`src/rtl/dcp_run_ctrl.sv`:
```
`timescale 1ns/1ps
// Debug-panel CPU clock sequencer: issues fixed-width clk_cpu pulses for
// single-step and run-to-breakpoint commands, checking stop conditions after each pulse.
module dcp_run_ctrl #(
    parameter int HALF = 2
) (
    input  logic        clk,
    input  logic        rst,
    input  logic        step_req,
    input  logic        run_req,
    input  logic        stop_req,
    input  logic [31:0] bp1,
    input  logic [31:0] bp2,
    input  logic [1:0]  bp_en,
    input  logic [31:0] pc_chk,
    input  logic [31:0] max_cyc,
    output logic        clk_cpu,
    output logic        busy,
    output logic        done,
    output logic [2:0]  cause,
    output logic [31:0] cyc_cnt
);

    localparam logic [2:0] S_IDLE  = 3'd0;
    localparam logic [2:0] S_HIGH  = 3'd1;
    localparam logic [2:0] S_LOW   = 3'd2;
    localparam logic [2:0] S_CHECK = 3'd3;
    localparam logic [2:0] S_DONE  = 3'd4;

    localparam logic MODE_STEP = 1'b0;
    localparam logic MODE_RUN  = 1'b1;

    localparam logic [7:0] PH_LAST = 8'(HALF - 1);

    localparam logic [2:0] C_STEP  = 3'd0;
    localparam logic [2:0] C_BP1   = 3'd1;
    localparam logic [2:0] C_BP2   = 3'd2;
    localparam logic [2:0] C_STOP  = 3'd3;
    localparam logic [2:0] C_LIMIT = 3'd4;

    logic [2:0]  state;
    logic [7:0]  phase;
    logic        mode;
    logic        stop_latch;
    logic [31:0] cyc_next;
    logic        stop_hit;
    logic [2:0]  stop_cause;

    assign busy = (state != S_IDLE);
    assign done = (state == S_DONE);

    // Stop conditions in priority order; the limit compares against the count after this pulse.
    always_comb begin
        cyc_next   = cyc_cnt + 32'd1;
        stop_hit   = 1'b1;
        stop_cause = C_STEP;
        if (mode == MODE_STEP) begin
            stop_cause = C_STEP;
        end else if (stop_latch) begin
            stop_cause = C_STOP;
        end else if (bp_en[0] && (pc_chk == bp1)) begin
            stop_cause = C_BP1;
        end else if (bp_en[1] && (pc_chk == bp2)) begin
            stop_cause = C_BP2;
        end else if ((max_cyc != 32'd0) && (cyc_next == max_cyc)) begin
            stop_cause = C_LIMIT;
        end else begin
            stop_hit = 1'b0;
        end
    end

    always_ff @(posedge clk) begin
        if (rst) begin
            state      <= S_IDLE;
            phase      <= 8'd0;
            mode       <= MODE_STEP;
            stop_latch <= 1'b0;
            clk_cpu    <= 1'b0;
            cause      <= C_STEP;
            cyc_cnt    <= 32'd0;
        end else begin
            if (state == S_DONE) begin
                stop_latch <= 1'b0;
            end else if (stop_req && busy && (mode == MODE_RUN)) begin
                stop_latch <= 1'b1;
            end

            case (state)
                S_IDLE: begin
                    if (step_req || run_req) begin
                        state   <= S_HIGH;
                        mode    <= step_req ? MODE_STEP : MODE_RUN;
                        clk_cpu <= 1'b1;
                        phase   <= PH_LAST;
                        cyc_cnt <= 32'd0;
                        cause   <= C_STEP;
                    end
                end
                S_HIGH: begin
                    if (phase == 8'd0) begin
                        state   <= S_LOW;
                        clk_cpu <= 1'b0;
                        phase   <= PH_LAST;
                    end else begin
                        phase <= phase - 8'd1;
                    end
                end
                S_LOW: begin
                    if (phase == 8'd0) begin
                        state <= S_CHECK;
                    end else begin
                        phase <= phase - 8'd1;
                    end
                end
                S_CHECK: begin
                    cyc_cnt <= cyc_next;
                    if (stop_hit) begin
                        state <= S_DONE;
                        cause <= stop_cause;
                    end else begin
                        state   <= S_HIGH;
                        clk_cpu <= 1'b1;
                        phase   <= PH_LAST;
                    end
                end
                S_DONE: begin
                    state <= S_IDLE;
                end
                default: begin
                    state <= S_IDLE;
                end
            endcase
        end
    end

endmodule

```
`config.mk`:
```
export PLATFORM = sky130hd
export DESIGN_NAME = dcp_run_ctrl
export DESIGN_NICKNAME = d
export VERILOG_FILES = /design/src/rtl/dcp_run_ctrl.sv
export SDC_FILE = /design/constraint.sdc
export NUM_CORES = 1
export LEC_CHECK = 0
export CAP_MARGIN = 25
export CELL_PAD_IN_SITES_DETAIL_PLACEMENT = 0
export CELL_PAD_IN_SITES_GLOBAL_PLACEMENT = 1
export CORE_UTILIZATION = 34
export DETAILED_ROUTE_END_ITERATION = 12
export PLACE_DENSITY_LB_ADDON = 0.1
export SYNTH_ARGS = -nofsm -noshare
export SYNTH_HDL_FRONTEND = slang
export SYNTH_SLANG_ARGS = --single-unit
```
`constraint.sdc`:
```
create_clock -name clk -period 5.25 [get_ports clk]
set_clock_uncertainty 0.05 [all_clocks]
set_input_delay 0.525 -clock clk [delete_from_list [all_inputs] [get_ports clk]]
set_output_delay 0.525 -clock clk [all_outputs]
set_load 0.03 [all_outputs]
```
==> flow_metrics.py <==
metrics = {
    "route": {
        "vias_per_cell": 5.546,
        "routedWlPerCell_um": 17.56,
        "drc": 0,
        "drtIter0Drc": 251,
        "ant_nets": 0,
        "drt_pass1_iterations": 6,
        "drt-total-wl_mm": 15.75,
        "via_count": 4975,
    },
    "timing": {
        "hold_viol_final": 0,
        "hold_slack_ps": 442.3,
        "rsz0062_at_grt": "false",
        "report.final.slew_viol_count": 0,
        "max_freq_ghz": 0.2496,
        "finalWorstPathRequiredPeriod_ps": 4006,
        "finalSetupViolations": 0,
        "finalCritPeriodShare": 0.7630,
        "relSlewSlack": 0.4763,
        "fin_ws_ps": 1244,
        "tns_ps": 0,
        "worstMarginPinSlew_ps": 782.7,
    },
    "critical_path": {
        "required_ps": 5430,
        "critPathCaptureType": "register",
        "max_stage_delay_ps": 610,
        "critPathLaunchType": "register",
        "crit_fanout": 18,
        "cp.arrival_ps": 4190,
        "cp_common_cell": "or4_4",
        "crit_chain": "ha_1 > and3_1 > nand4_4 > or4_4 > a2111oi_4 > o2111ai_1 > or4_4 > a21oi_4 > o21ai_1 > a21oi_1",
        "critical_path.slowest_cell": "or4_4",
        "worstSetupPathType": "register to register",
    },
    "synthesis": {
        "synth_cells": 581,
        "synthMuxAreaShare": 0.002287,
        "synthXorXnorAreaFrac": 0.2141,
        "synth-simple-area-share": 0.2779,
        "synth_cell_types": 56,
        "synth_area_um2": 4377,
        "ys.flop_type": "dfxtp_1",
        "synth.yosys.warnings": 0,
        "seq_area_frac_synth": 0.2241,
        "synthAdderAreaFrac": 0.008576,
        "async_flop_share": 0,
        "synth-compound-area-share": 0.2218,
        "syn_avg_cell_area_um2": 7.533,
        "syn_nets": 719,
        "synth_top_family_by_area": "simple AND/OR/NAND/NOR gates",
        "yosys_register_bits": 49,
        "synth_edf_count": 0,
    },
    "placement": {
        "gp_congestion": 0.8837,
        "preCtsSetupSlack_ps": 1237,
        "numPortBuffers": 172,
        "hpwl_mm": 12.49,
    },
    "clocking": {
        "clock_latency_ps": 300,
        "cts_setup_buffers": 0,
        "ctsHoldBuffers": 0,
        "cts_tree": "built",
        "path_clk_slew_ps": 80,
        "cts_made_buffers": 5,
        "cts_resized": 0,
        "cts_root_buf": "clkbuf_16",
        "clockBufferDepth": 2,
        "cts_max_level": 2,
        "clock_sinks": 49,
    },
    "global_routing": {
        "grt_antenna_before_repair": 0,
        "grt_max_degree": 41,
        "grt_usage": 0.2382,
        "grt_pass1_wl_mm": 24.46,
        "grt-ovfl-total": 0,
        "grt_pass1_vias": 4771,
    },
    "floorplan": {
        "core_um2": 12570,
        "ioPinCount": 173,
        "die_w_um": 115.5,
        "fp-row-count": 41,
        "start_util": 0.3482,
        "die_y_um": 115.5,
        "dieArea_um2": 13330,
    },
    "finish": {
        "area_delta_synth_final_pct": 44.28,
        "fillers": 1302,
        "regArea_um2": 980.9,
        "layout.nets": 862,
        "layout-drive-gt1-share": 0.02897,
        "multi_input_area_um2": 3172,
        "n_antenna_cell": 0,
    },
    "run_status": {
        "outcome": "completed",
    },
    "pwr": {
        "p_leak_nw": 2.020,
        "powerDensity_nw_per_um2": 258.4,
        "max-vdd-ir-drop_mv": 0.1877,
        "power.total_mw": 1.632,
    },
    "min_path": {
        "hp-class": "register to register",
    },
    "flow_run": {
        "maxCapViolCount": 0,
    },
}
state kept, by name, indices dropped and copies added, names as in the netlist:
name and count:
stop_latch 1, phase 8, mode 1, state 3, cause 3, clk_cpu 1, cyc_cnt 32
kinds of logic after synthesis:
kind of cell               Yosys count
AOI/OAI and AO/OA                  148
DFF                                 49
and+or+nand+nor                    225
muxes                                1
xor gates and xnor gates           107
buffers and inverters               48
adders and majority gates            3
synthesized netlist by cell type (4+ instances only):
master	n	area share
nor2_1	50	0.043
nand2_1	29	0.025
nor3_1	17	0.019
nand3_1	26	0.030
nor4_1	21	0.030
dfxtp_1	49	0.22
buf_4	4	0.0069
and3_1	11	0.016
inv_1	9	0.0077
nand4_1	29	0.041
or3_1	12	0.017
a311oi_1	10	0.020
a31oi_1	10	0.014
clkbuf_1	22	0.019
o31ai_1	4	0.0069
o21ai_0	29	0.033
xor2_1	29	0.058
o21ai_1	9	0.010
nand3b_1	6	0.010
a21oi_1	43	0.049
xnor2_1	78	0.16
a22oi_1	7	0.012
buf_2	11	0.013
a211oi_1	11	0.019
stage by stage:
stage	std cells	cell area, µm²	util
after floorplan	581	4377	-
after global placement	889	6146	0.4890
after detailed placement	889	6146	0.4890
after CTS	897	6315	0.5024
after global routing	897	6315	0.5024
final	897	6315	0.5024
routing by layer:
layer,global-route usage,wire length [µm]
met1,0.2693,6320
met2,0.4419,7925
met3,0.05126,1151
met4,0.07706,351
met5,0,0
power breakdown:
| group | total, mW | switching (mW) | internal (mW) |
|---|---|---|---|
| Combinational | 0.775 | 0.434 | 0.341 |
| Sequential | 0.470 | 0.0499 | 0.420 |
| Clock | 0.387 | 0.160 | 0.226 |
cell type report:
cell class	count	share of cell area
multi-input combinational	484	0.5023
clock buffer	5	0.01981
timing repair buffer	175	0.2762
inverter	9	0.005350
sequential	49	0.1553
clock inverter	3	0.006935
tap	172	0.03408
placed cells by master (no fill, tap or decap), types with 9 or more instances in the layout:
| cell | n |
|---|---|
| a211oi_1 | 11 |
| a21oi_1 | 43 |
| a311oi_1 | 10 |
| a31oi_1 | 10 |
| and3_1 | 11 |
| clkdlybuf4s50_1 | 172 |
| dfxtp_1 | 49 |
| inv_1 | 9 |
| nand2_1 | 29 |
| nand3_1 | 26 |
| nand4_1 | 29 |
| nor2_1 | 50 |
| nor3_1 | 17 |
| nor4_1 | 21 |
| o21ai_0 | 29 |
| o21ai_1 | 9 |
| or3_1 | 12 |
| xnor2_1 | 78 |
| xor2_1 | 29 |
path summary, 6_finish.rpt:
kind | start | to | slack (ps) | depth (start not counted)
min | stop_latch | stop_latch | 440 | 2
max | cyc_cnt[0] | phase[6] | 1240 | 10
max reg2reg | cyc_cnt[0] | phase[6] | 1240 | 10
min reg2reg | stop_latch | stop_latch | 440 | 2
worst max-delay path: cells and delay by family, from the launching register on:
kind            cells  cell delay, ps
fa+ha+maj           1             290
compound gates      5            1340
flops               1             470
simple gates        4            1770
(Power assumes the default switching activity.)
